[config.mk]
export PLATFORM = sky130hd
export DESIGN_NAME = multi_channel_counter
export DESIGN_NICKNAME = d
export VERILOG_FILES = /design/src/rtl/multi_channel_counter.sv
export SDC_FILE = /design/constraint.sdc
export NUM_CORES = 1
export LEC_CHECK = 0
export CORE_MARGIN = 5
export CORE_UTILIZATION = 41
export CTS_BUF_LIST = sky130_fd_sc_hd__clkbuf_8
export DETAILED_ROUTE_END_ITERATION = 8
export DONT_BUFFER_PORTS = 1
export PLACE_DENSITY_LB_ADDON = 0.1
export REMOVE_ABC_BUFFERS = 1
export SLEW_MARGIN = 20
export SYNTH_ARGS = -nofsm -noshare
export SYNTH_HDL_FRONTEND = slang
export SYNTH_SLANG_ARGS = --single-unit
[constraint.sdc]
create_clock -name clk -period 2.7 [get_ports clk]
set_input_delay 0 -clock clk [delete_from_list [all_inputs] [get_ports clk]]
set_output_delay 0 -clock clk [all_outputs]
set_load 0.01 [all_outputs]
[src/rtl/multi_channel_counter.sv]
// NUM_CH independent up/down counters, each with a programmable terminal value,
// clear/load, and a wrap or saturate policy. All outputs are registered.
module multi_channel_counter #(
  parameter int NUM_CH       = 4,
  parameter int NUM_CNT_BITS = 8,
  parameter int SATURATE     = 0
) (
  input  logic                           clk,
  input  logic                           RST,
  input  logic [NUM_CH-1:0]              clear,
  input  logic [NUM_CH-1:0]              load,
  input  logic [NUM_CH*NUM_CNT_BITS-1:0] load_val,
  input  logic [NUM_CH-1:0]              count_enable,
  input  logic [NUM_CH-1:0]              count_down,
  input  logic [NUM_CH*NUM_CNT_BITS-1:0] rollover_val,
  output logic [NUM_CH*NUM_CNT_BITS-1:0] count_out,
  output logic [NUM_CH-1:0]              rollover_flag,
  output logic [NUM_CH-1:0]              wrap_pulse
);

  localparam int            W   = NUM_CNT_BITS;
  localparam bit            SAT = (SATURATE != 0);
  localparam logic [W-1:0]  ONE = W'(1);

  for (genvar g = 0; g < NUM_CH; g++) begin : g_ch
    logic [W-1:0] r_cnt;
    logic         r_flag;
    logic         r_pulse;
    logic [W-1:0] w_rv;
    logic [W-1:0] w_lv;
    logic [W-1:0] w_inc;
    logic [W-1:0] w_dec;
    logic [W-1:0] w_term;
    logic [W-1:0] w_nxt;
    logic         w_ev;

    assign w_rv   = rollover_val[g*W +: W];
    assign w_lv   = load_val[g*W +: W];
    assign w_inc  = r_cnt + ONE;
    assign w_dec  = r_cnt - ONE;
    assign w_term = count_down[g] ? '0 : w_rv;

    // Priority clear > load > step > hold; only steps can raise an event.
    always_comb begin
      w_nxt = r_cnt;
      w_ev  = 1'b0;
      if (clear[g]) begin
        w_nxt = '0;
      end else if (load[g]) begin
        w_nxt = w_lv;
      end else if (count_enable[g]) begin
        if (!count_down[g]) begin
          if (r_cnt < w_rv) begin
            w_nxt = w_inc;
            w_ev  = SAT && (w_inc == w_rv);
          end else if (SAT) begin
            w_nxt = w_rv;
            w_ev  = (r_cnt != w_rv);
          end else begin
            w_nxt = '0;
            w_ev  = 1'b1;
          end
        end else begin
          if (r_cnt != '0) begin
            w_nxt = w_dec;
            w_ev  = SAT && (r_cnt == ONE);
          end else if (!SAT) begin
            w_nxt = w_rv;
            w_ev  = 1'b1;
          end
        end
      end
    end

    always_ff @(posedge clk or posedge RST) begin
      if (RST) begin
        r_cnt   <= '0;
        r_flag  <= 1'b0;
        r_pulse <= 1'b0;
      end else begin
        r_cnt   <= w_nxt;
        r_flag  <= (w_nxt == w_term);
        r_pulse <= w_ev;
      end
    end

    assign count_out[g*W +: W] = r_cnt;
    assign rollover_flag[g]    = r_flag;
    assign wrap_pulse[g]       = r_pulse;
  end

endmodule

After elaboration in Yosys (flattened, before gate mapping)
Index checks and enable logic that the tools add are counted.
{"block": "classes", "n_addsub": 8, "order_cmp": 4, "eq_ne": 4, "mux": 52, "n_reduce_logical": 4}
{"op": "two-way mux 8 bit", "n": 28}
{"op": "adder 8 x 1 -> 8 bit (second input constant)", "n": 4}
{"op": "equality test 8 bit", "n": 4}
{"op": "less-than comparator 8 bit", "n": 4}
{"op": "nonzero test 8 bit", "n": 4}
{"op": "subtractor 8 x 1 -> 8 bit (second input constant)", "n": 4}
{"op": "two-way mux 1 bit", "n": 24}
{"block": "word_totals", "regBits": 40, "inputBits": 82, "out_inout_bits": 40, "wordCells": 84}

Logic depth before layout (Yosys ltp)
Gate-level depths: netlist of the first run.
{"block": "logic_depth", "ltp_word": 7, "mapped_depth": 11, "mapped_depth_nobuf": 11}

Least setup slack after synthesis of the first run
Ideal clock, no wire load.
{"block": "synth_timing", "kind": "register to register", "start": "register g_ch[2].r_cnt[0]", "end": "register g_ch[2].r_flag", "setup_ps": 87, "arrival_ps": 2872, "required_time_ps": 2613, "slack_ps": -258, "stages_incl_launch_ff": 12, "n_path_buf": 1, "period_less_slack_ps": 2958, "path_cell_list": "dfrtp_1 inv_1 ha_1 or4b_1 clkbuf_1 o21ai_1 o2111ai_1 o21a_1 or4b_2 a21oi_1 o22ai_1 a211oi_2"}
{"block": "synth_between", "elab_chain_len": 7, "elab_cells_between_ends": 11, "cone_classes": "2 x add/sub; 1 x order compare; 1 x eq/ne; 6 x mux; 1 x reduce/logical"}
{"item": "from (decl)", "line_no": "26", "text": "logic [W-1:0] r_cnt;"}
{"item": "from (signal assigned)", "line_no": "81", "text": "r_cnt <= w_nxt;"}
{"item": "adder 8 x 1 -> 8 bit, or another cell as far along", "line_no": "39", "text": "assign w_inc = r_cnt + ONE;"}
{"item": "two-way mux 8 bit, on equally long branches", "line_no": "53, 64"}
{"item": "two-way mux 8 bit", "line_no": "52", "text": "if (!count_down[g]) begin"}
{"item": "two-way mux 8 bit *", "line_no": "51", "text": "end else if (count_enable[g]) begin"}
{"item": "two-way mux 8 bit *", "line_no": "49", "text": "end else if (load[g]) begin"}
{"item": "two-way mux 8 bit *", "line_no": "47", "text": "if (clear[g]) begin"}
{"item": "equality test 8 bit *", "line_no": "82", "text": "r_flag <= (w_nxt == w_term);"}
{"item": "to (signal assigned)", "line_no": "82"}
{"item": "to (decl)", "line_no": "27", "text": "logic r_flag;"}
Mark *: on every way between the ends. The rest lies on a longest branch, timed or not.

Final worst setup path of the first run
{"block": "layout_timing", "start": "register g_ch[1].r_cnt[1]", "end": "register g_ch[1].r_flag"}
{"block": "layout_between", "elab_chain_len": 7, "elab_cells_between_ends": 11, "cone_classes": "2 x add/sub; 1 x order compare; 1 x eq/ne; 6 x mux; 1 x reduce/logical"}
{"item": "from (decl)", "line_no": "26"}
{"item": "from (signal assigned)", "line_no": "81"}
{"item": "adder 8 x 1 -> 8 bit, or another cell as far along", "line_no": "39"}
{"item": "two-way mux 8 bit, on equally long branches", "line_no": "53, 64"}
{"item": "two-way mux 8 bit *", "line_no": "52"}
{"item": "two-way mux 8 bit *", "line_no": "51"}
{"item": "two-way mux 8 bit *", "line_no": "49"}
{"item": "two-way mux 8 bit *", "line_no": "47"}
{"item": "via g_ch[1].w_nxt[4]", "line_no": "34", "text": "logic [W-1:0] w_nxt;"}
{"item": "equality test 8 bit *", "line_no": "82"}
{"item": "to (signal assigned)", "line_no": "82"}
{"item": "to (decl)", "line_no": "27"}
The timed path passes the listed nets; every way through them passes the cells marked *.

==> run metrics, run 1 <==
outcome=complete, no violations; Routed Antenna Nets=0; Port Buffers=0; Fmax=372 MHz; worst min path class=in2reg; Clock Latency Late Sink=0.31 ns; final core utilization=0.560; Die Y=127 um; Syn Std Cell Area=5630 um^2; Rel. slew slack=0.403; Pleak=3.22 nW; CP Launch Point=g_ch[1].r_cnt[1]; hold_sp=rollover_val[20]; clock transition at the registers of the reported paths=0.09 ns; dpl hpwl=14800 um; Hold Fails Final Rpt=0; gpl congestion=0.945; clk root buf=clkbuf_8; share of cells above drive strength 1=0.272; Max-Cap Viols=0; ranking of synthesized cells by area=dfrtp_1, ha_1, a21oi_1; initial DRC count=456; Tmin final=2.69 ns; clock skew=0.0141 ns; H-Tree Depth=2; Avg Inst Size Synth=7.61 um^2; WHS Path Cells=3; distinct cell type count after synthesis=91; hold endpoint=g_ch[2].r_flag; Max FO, Critical Path=3; Ys Warns=0; CTS max path bufs=2; DR DRC count=0; synthesized instance count=740; drt pass-1 iters=5; reg-to-reg slack, setup=0.01 ns; die area=16200 um^2; max-slew violations=0; Final Instance Count excl. Fillers=1034; vias in the first global route=6325; pwr/cell area=363 nW/um^2; ys async rst share=1.00; CP Class=reg2reg; placed insts=965; worst reg2reg endpoint=g_ch[1].r_flag; Clock Sinks=40; IO Count=122; CTS tree=yes; Starting Density=0.422; fin nets=979; synthesized flop and latch total=40; first-pass GRT wire length=33200 um; RSZ-0062 raised after global routing=yes; core area=13300 um^2; Synth top area share=0.178; Horiz. Die Dim=127 um; DR WL/cell=20.2 um; Setup-failing EPs final=0; crit start category=flip-flop; count leader, synth=inv_1; CTS buffer count=5; worst-margin pin slew=0.895 ns; Via-to-Cell Ratio=6.24; period utilisation layout=0.995; Crit path arrival time=2.91 ns; antenna cells=0; routed vias=6449; post-synthesis sequential area ratio=0.178; CP endpoint kind=flip-flop; area leader, netlist=dfrtp_1; RR Startpoint=g_ch[1].r_cnt[1]; maximum vdd drop=199 uV; EDFF count, synth=0; routed wire length=20900 um; gr usage total=0.249; Post-synth top flop=dfrtp_1; grt total ovfl=0; num rows=42; R2R depth=10; Layout area overhead=32.8%; largest net degree at the start of global routing=41; synth cell count leaders=inv_1, a21oi_1, nor2_1, dfrtp_1, ha_1; CP Data Required Time=2.92 ns; initial antenna violation count=0
worst max-delay path, cell delays in order, from the launching register on:
cell and delay (ns):
dfrtp_1 0.41, buf_6 0.14, ha_4 0.15, a211oi_2 0.24
o21ai_2 0.10, a21oi_2 0.17, or4b_4 0.50, a221oi_4 0.32
mux2i_1 0.23, a41oi_1 0.06, nor4bb_1 0.27
stage by stage:
stage	cell area (um^2)	TNS, ns	power (mW)	setup slack [ns]	hold WS [ns]
2_1_floorplan	5360	-0.497	1.45	-0.261	0.0664
3_3_place_gp	6340	-0.241	1.87	-0.120	0.0690
3_5_place_dp	6340	-0.398	1.89	-0.178	0.0712
4_1_cts	7100	-0.00586	2.62	-0.00586	0.000558
5_1_grt	7480	-0.356	2.89	-0.130	0.0128
6_report	7480	0	2.72	0.0129	0.0155
per-layer routing:
layer / vias up / global-route usage / routed length (um)
met5: - / 0 / 0
met4: 0 / 0.0751 / 474
met3: 40 / 0.0630 / 1730
met2: 285 / 0.408 / 9940
met1: 3093 / 0.325 / 8770
li1: 3031 / - / -
kinds of logic after synthesis:
family                   count (synthesis)  synth area share
AND/OR/NAND/NOR                        261             0.273
AO/OA/AOI/OAI                          236             0.305
buffers and inverters                  129            0.0996
adder cells (fa/ha/maj)                 40            0.0889
flip-flops                              40             0.178
XOR/XNOR                                22            0.0342
multiplexers                            12            0.0213
placed cells by master (no fill, tap or decap), drive strengths merged, types with 6 or more instances in the layout:
cell type / synthesis / final
ha: 40 / 40
clkbuf: 31 / 7
buf: 21 / 125
nand2: 30 / 30
nor4: 8 / 8
nor3b: 16 / 16
nand2b: 8 / 8
or3: 11 / 11
inv: 75 / 75
mux2i: 12 / 12
a221oi: 8 / 8
a31oi: 12 / 12
o22ai: 10 / 10
dlygate4sd3: 0 / 37
o21ai: 37 / 37
a41oi: 7 / 7
a211oi: 9 / 9
dfrtp: 40 / 40
nor2: 51 / 51
xnor2: 17 / 17
a21oi: 58 / 58
nand4: 11 / 11
nand3b: 9 / 9
nor3: 32 / 32
nor2b: 15 / 15
or4: 6 / 6
nand3: 24 / 24
nor4b: 11 / 11
o211ai: 7 / 7
power breakdown:
group	switching [mW]	leakage [nW]	internal (mW)
Combinational	0.751	2.64	0.702
Clock	0.240	0.0645	0.327
Sequential	0.0525	0.521	0.644
what timing repair did:
| item | CTS | global route |
|---|---|---|
| endpoints found under the hold margin | 70 | 4 |
| resized for setup | 47 | 54 |
| gates cloned | 0 | 0 |
| hold buffers | 32 | 5 |
| setup buffers | 17 | 7 |
| endpoints found under the setup margin | 4 | 4 |
| pin swaps | 27 | 37 |
cell type report:
class | instances | area, um^2
clock inverter | 1 | 30.0
sequential | 40 | 1010
timing repair buffer | 162 | 1330
multi-input combinational | 571 | 4500
clock buffer | 7 | 96.3
tap | 176 | 220
fill | 1236 | 5870
inverter | 77 | 289
flip-flops by register name, indices dropped and copies added (netlist names):
| signal | cells |
|---|---|
| g_ch.r_flag | 4 |
| g_ch.r_pulse | 4 |
| g_ch.r_cnt | 32 |
worst max-delay path by stage:
stage,endpoint
final,g_ch[1].r_flag
after global routing,g_ch[1].r_flag
after CTS,g_ch[3].r_flag
after detailed placement,g_ch[3].r_flag
after global placement,g_ch[3].r_flag
after floorplan,g_ch[1].r_flag
Note: power is estimated with default switching activity, not from simulation.
==> run 2: changes to the inputs <==
==> constraint.sdc (replaced) <==
create_clock -name clk -period 2.7 [get_ports clk]
set_input_delay 0.27 -clock clk [delete_from_list [all_inputs] [get_ports clk]]
set_output_delay 0.27 -clock clk [all_outputs]
set_load 0.01 [all_outputs]
==> run metrics, run 2 (synthesis gave the netlist of run 1 again) <==
antenna cells=0 (unchanged); logic gate share of total power=0.548 (was 0.535); crit start category=flip-flop (unchanged); worst setup margin=-0.112 ns (was 0.0129 ns); Clock Latency Late Sink=0.32 ns (was 0.31 ns); RSZ-0062 raised after global routing=yes (unchanged); DR WL/cell=19.7 um (was 20.2 um); gpl congestion=0.934 (was 0.945); share of cells above drive strength 1=0.281 (was 0.272); maximum vdd drop=202 uV (was 199 uV); period utilisation layout=1.04 (was 0.995); Setup WS pre-CTS=-0.160 ns (was -0.178 ns); CP endpoint kind=flip-flop (unchanged); IO Count=122 (unchanged); DR DRC count=0 (unchanged); Setup-failing EPs final=2 (was 0); worst-margin pin slew=0.916 ns (was 0.895 ns); CP Class=reg2reg (unchanged); clk root buf=clkbuf_8 (unchanged); placed insts=968 (was 965); drt pass-1 iters=5 (unchanged); vias in the first global route=6100 (was 6325); Net Sw Frac=0.400 (was 0.384); fill cell count=1287 (was 1236); Pleak=3.07 nW (was 3.22 nW); initial antenna violation count=0 (unchanged); initial DRC count=546 (was 456); worst min path class=in2async (was in2reg); pwr/cell area=356 nW/um^2 (was 363 nW/um^2); Horiz. Die Dim=127 um (unchanged); grt total ovfl=0 (unchanged); Clk pwr share=0.178 (was 0.208); Crit path arrival time=3.03 ns (was 2.91 ns); Port Buffers=0 (unchanged); Fmax=356 MHz (was 372 MHz); CTS tree=yes (unchanged); CP Data Required Time=2.92 ns (about the same); Hold Fails Final Rpt=0 (unchanged); Pint=1.52 mW (was 1.67 mW); largest net degree at the start of global routing=41 (unchanged); dpl hpwl=14800 um (about the same); max-slew violations=0 (unchanged); most frequent cells in the layout=buf_4, inv_1, a21oi_1 (unchanged); Seq pwr share=0.274 (was 0.256); num rows=42 (unchanged); violated checks=negative setup slack; Starting Density=0.422 (unchanged); core area=13300 um^2 (unchanged); Via-to-Cell Ratio=6.23 (was 6.24); commonest non-fill, non-tap cell in the layout=buf_4 (unchanged); Switching Power=1.01 mW (was 1.04 mW); routed vias=6239 (was 6449); top flop regs=g_ch.r_cnt: 32 flops, g_ch.r_flag: 4 flops, g_ch.r_pulse: 4 flops (unchanged); die area=16200 um^2 (unchanged); Final Instance Count excl. Fillers=1002 (was 1034); Layout area overhead=25.8% (was 32.8%); fin nets=947 (was 979); Clock Sinks=40 (unchanged); routed wire length=19800 um (was 20900 um); CTS max path bufs=2 (unchanged); total negative slack=-0.135 ns (was 0 ns); total power draw=2.52 mW (was 2.72 mW); Largest register FFs=32 (unchanged); clock skew=0.0123 ns (was 0.0141 ns); Max FO, Critical Path=5 (was 3); Max-Cap Viols=0 (unchanged); H-Tree Depth=2 (unchanged); clock transition at the registers of the reported paths=0.09 ns (about the same); gr usage total=0.231 (was 0.249); Tmin final=2.81 ns (was 2.69 ns); Routed Antenna Nets=0 (unchanged); CTS buffer count=5 (unchanged); first-pass GRT wire length=31000 um (was 33200 um); Hold WS=0.0265 ns (was 0.0155 ns); Rel. slew slack=0.389 (was 0.403); outcome=complete, but fails checks (was complete, no violations); register bank with the most flops=g_ch.r_cnt (unchanged); Die Y=127 um (unchanged)
run 2: changes by cell type in the layout (fill, tap and decap cells not counted), moves of 3 or more:
cell           before  now
inv_1              68   71
dfrtp_2             6    2
nor3_1             29   26
nor3_2              3    6
dfrtp_1            34   38
buf_4             120  124
ha_4                8    4
dlygate4sd3_1      37    1
ha_1               29   32
run 2: final cells by class:
| class | count | area, um^2 | area share |
|---|---|---|---|
| clock buffer | 6 | 82.6 | 0.0117 |
| multi-input combinational | 571 | 4480 | 0.633 |
| inverter | 77 | 289 | 0.0408 |
| timing repair buffer | 130 | 997 | 0.141 |
| clock inverter | 2 | 11.3 | 0.00159 |
| sequential | 40 | 1000 | 0.142 |
| tap | 176 | 220 | 0.0311 |
run 2: what timing repair did:
action | in CTS | in global routing
hold buffers | 1 | 0
pin swaps | 24 | 36
resized for setup | 41 | 54
buffers inserted | 11 | 14
endpoints found under the setup margin | 4 | 4
endpoints found under the hold margin | 2 | 0
run 2: per-layer routing:
layer	vias up	wire, um	GRT usage
met4	0	368	0.0631
li1	2956	-	-
met2	264	9530	0.389
met3	36	1630	0.0584
met1	2983	8220	0.295
met5	-	0	0
run 2: path summary, 6_finish.rpt:
path                                  startpoint               end  slack [ns]  cells after the start
max in group asynchronous                    RST  g_ch[1].r_cnt[4]        2.03                      1
worst min-delay path                         RST   g_ch[0].r_pulse        0.03                      1
worst max-delay path            g_ch[1].r_cnt[5]    g_ch[1].r_flag       -0.11                      9
min in group clk                         load[3]   g_ch[3].r_pulse        0.05                      1
worst max register to register  g_ch[1].r_cnt[5]    g_ch[1].r_flag       -0.11                      9
worst min register to register  g_ch[3].r_cnt[5]  g_ch[3].r_cnt[5]        0.81                      3
run 2: through the flow:
| step | instance area (um^2) | util |
|---|---|---|
| 2_1_floorplan | 5360 | - |
| 4_1_cts | 6700 | 0.502 |
| 5_1_grt | 7090 | 0.531 |
| 3_3_place_gp | 6360 | 0.476 |
| 6_report | 7090 | 0.531 |
| 3_5_place_dp | 6360 | 0.476 |
run 2: power groups by stage:
stage / Combinational, mW / Clock, mW / Sequential (mW)
final: 1.38 / 0.449 / 0.692
after global routing: 1.51 / 0.490 / 0.697
after CTS: 1.27 / 0.467 / 0.689
after detailed placement: 1.19 / 0 / 0.699
after global placement: 1.17 / 0 / 0.698
after floorplan: 0.684 / 0 / 0.764
run 2: critical path, cell delays in order, from the launching register on:
cell and delay [ns]:
dfrtp_1 0.46, ha_1 0.33, a21oi_2 0.19, o22ai_1 0.08
a21oi_1 0.19, or4b_4 0.50, a221oi_4 0.31, xnor2_1 0.18
a41oi_2 0.14, nor4bb_2 0.33
==> run 3: changes to the inputs <==
--- a/config.mk
+++ b/config.mk
@@ -7,7 +7,6 @@
 export LEC_CHECK = 0
 export CORE_MARGIN = 5
 export CORE_UTILIZATION = 41
-export CTS_BUF_LIST = sky130_fd_sc_hd__clkbuf_8
 export DETAILED_ROUTE_END_ITERATION = 8
 export DONT_BUFFER_PORTS = 1
 export PLACE_DENSITY_LB_ADDON = 0.1
@@ -16,3 +15,4 @@
 export SYNTH_ARGS = -nofsm -noshare
 export SYNTH_HDL_FRONTEND = slang
 export SYNTH_SLANG_ARGS = --single-unit
+export TNS_END_PERCENT = 1
==> run metrics, run 3 (synthesis gave the netlist of run 1 again) <==
Fmax=357 MHz (was 356 MHz); clock transition at the registers of the reported paths=0.06 ns (was 0.09 ns); worst min path class=in2reg (was in2async); design area=6720 um^2 (was 7090 um^2); DR WL/cell=19.4 um (was 19.7 um); die area=16200 um^2 (unchanged); CTS buffer count=5 (unchanged); CP Class=reg2reg (unchanged); most frequent cells in the layout=buf_4, inv_1, a21oi_1 (unchanged); grt total ovfl=0 (unchanged); Horiz. Die Dim=127 um (unchanged); Clock Latency Late Sink=0.29 ns (was 0.32 ns); commonest non-fill, non-tap cell in the layout=buf_4 (unchanged); met2 GRT Util=0.384 (was 0.389); Max FO, Critical Path=5 (unchanged); outcome=complete, but fails checks (unchanged); vias in the first global route=6047 (was 6100); initial antenna violation count=0 (unchanged); Tmin final=2.80 ns (was 2.81 ns); Setup-failing EPs final=4 (was 2); pwr/cell area=383 nW/um^2 (was 356 nW/um^2); RSZ-0062 raised after global routing=yes (unchanged); DP Area=6360 um^2 (unchanged); core area=13300 um^2 (unchanged); worst-margin pin slew=0.921 ns (was 0.916 ns); Via-to-Cell Ratio=6.22 (was 6.23); Die Y=127 um (unchanged); largest net degree at the start of global routing=41 (unchanged); IO Count=122 (unchanged); Crit path arrival time=2.99 ns (was 3.03 ns); Largest register FFs=32 (unchanged); share of cells above drive strength 1=0.215 (was 0.281); Routed Antenna Nets=0 (unchanged); Crit path largest cell delay=0.50 ns (about the same); dpl hpwl=14800 um (unchanged); busiest layer in global routing=met2 (unchanged); CP Data Required Time=2.89 ns (was 2.92 ns); routed wire length=19000 um (was 19800 um); gr usage total=0.229 (was 0.231); Port Buffers=0 (unchanged); routed vias=6100 (was 6239); period utilisation layout=1.04 (about the same); slowest cell on the critical path=or4b_4 (unchanged); Hold Fails Final Rpt=0 (unchanged); clock skew=0.00736 ns (was 0.0123 ns); antenna cells=0 (unchanged); Layout area overhead=19.3% (was 25.8%); met1 Use GR=0.294 (was 0.295); Hold WS=0.0346 ns (was 0.0265 ns); clk root buf=clkbuf_16 (was clkbuf_8); Starting Density=0.422 (unchanged); worst setup margin=-0.0996 ns (was -0.112 ns); fin nets=926 (was 947); top flop regs=g_ch.r_cnt: 32 flops, g_ch.r_flag: 4 flops, g_ch.r_pulse: 4 flops (unchanged); violated checks=negative setup slack (unchanged); Setup WS pre-CTS=-0.160 ns (unchanged); CP endpoint kind=flip-flop (unchanged); gpl congestion=0.934 (unchanged); Max-Cap Viols=0 (unchanged); H-Tree Depth=2 (unchanged); num rows=42 (unchanged); critical-path cell list=ha_1 -> a21oi_2 -> o22ai_1 -> a21oi_1 -> or4b_4 -> a221oi_4 -> xnor2_1 -> a41oi_2 -> nor4bb_2 (unchanged); max-slew violations=0 (unchanged); crit start category=flip-flop (unchanged); drt pass-1 iters=5 (unchanged); final core utilization=0.503 (was 0.531); first-pass GRT wire length=30700 um (was 31000 um); CTS max path bufs=2 (unchanged); Clock Sinks=40 (unchanged); CTS tree=yes (unchanged); initial DRC count=571 (was 546); maximum vdd drop=268 uV (was 202 uV); Rel. slew slack=0.386 (was 0.389); Pleak=2.93 nW (was 3.07 nW); M3 GR Usage=0.0580 (was 0.0584); DR DRC count=0 (unchanged); register bank with the most flops=g_ch.r_cnt (unchanged)
## run 3: cell types whose count changed in the layout (fill, tap and decap cells not counted), sizes merged
cell / before / now
buf: 129 / 109
clkbuf: 6 / 7
dlygate4sd3: 1 / 0
inv: 76 / 75
## run 3: worst paths after layout
path | from | to | slack, ns | depth (start not counted)
worst max register to register | g_ch[1].r_cnt[5] | g_ch[1].r_flag | -0.1 | 9
worst min-delay path | clear[1] | g_ch[1].r_cnt[5] | 0.03 | 1
worst min register to register | g_ch[3].r_cnt[5] | g_ch[3].r_cnt[5] | 0.81 | 3
min in group asynchronous | RST | g_ch[3].r_cnt[3] | 0.05 | 1
max in group asynchronous | RST | g_ch[1].r_cnt[4] | 1.99 | 1
worst max-delay path | g_ch[1].r_cnt[5] | g_ch[1].r_flag | -0.1 | 9
## run 3: repair_timing
item,in CTS,in global routing
gates cloned,0,0
hold buffers,0,0
resized for setup,32,12
pin swaps,16,4
buffers inserted,5,0
endpoints found under the setup margin,4,4
## run 3: critical path: cells and delay by family, from the launching register on
family | cells | cell delay (ns)
adders and majority gates | 1 | 0.32
AOI/OAI and AO/OA | 5 | 0.91
DFF | 1 | 0.45
xor gates and xnor gates | 1 | 0.18
and+or+nand+nor | 2 | 0.83
## run 3: metal layers
| layer | wire length [um] | part of all wire |
|---|---|---|
| met1 | 8080 | 0.42 |
| met4 | 320 | 0.017 |
| met3 | 1680 | 0.088 |
| met2 | 8940 | 0.47 |
| met5 | 0 | 0 |
## run 3: power by group
| group | switching (mW) | internal [mW] | leakage (nW) |
|---|---|---|---|
| combinational | 0.668 | 0.595 | 2.33 |
| clock | 0.250 | 0.368 | 0.0701 |
| sequential | 0.0478 | 0.644 | 0.526 |
| total | 0.966 | 1.61 | 2.93 |
## run 3: stage by stage
stage                     power (mW)  setup TNS (ns)  cells
after detailed placement        1.89          -0.499    968
after CTS                       2.58          -0.116    981
after global routing            2.76          -0.749    981
final                           2.57          -0.206    981
after floorplan                 1.45          -0.497    688
after global placement          1.87          -0.215    968
## run 3: area by class of cell
cell class / instances / area (um^2)
Clock buffer: 7 / 143
Clock inverter: 1 / 7.51
Fill cell: 1322 / 6630
Inverter: 77 / 289
Multi-Input combinational cell: 571 / 4230
Sequential cell: 40 / 1000
Tap cell: 176 / 220
Timing Repair Buffer: 109 / 822
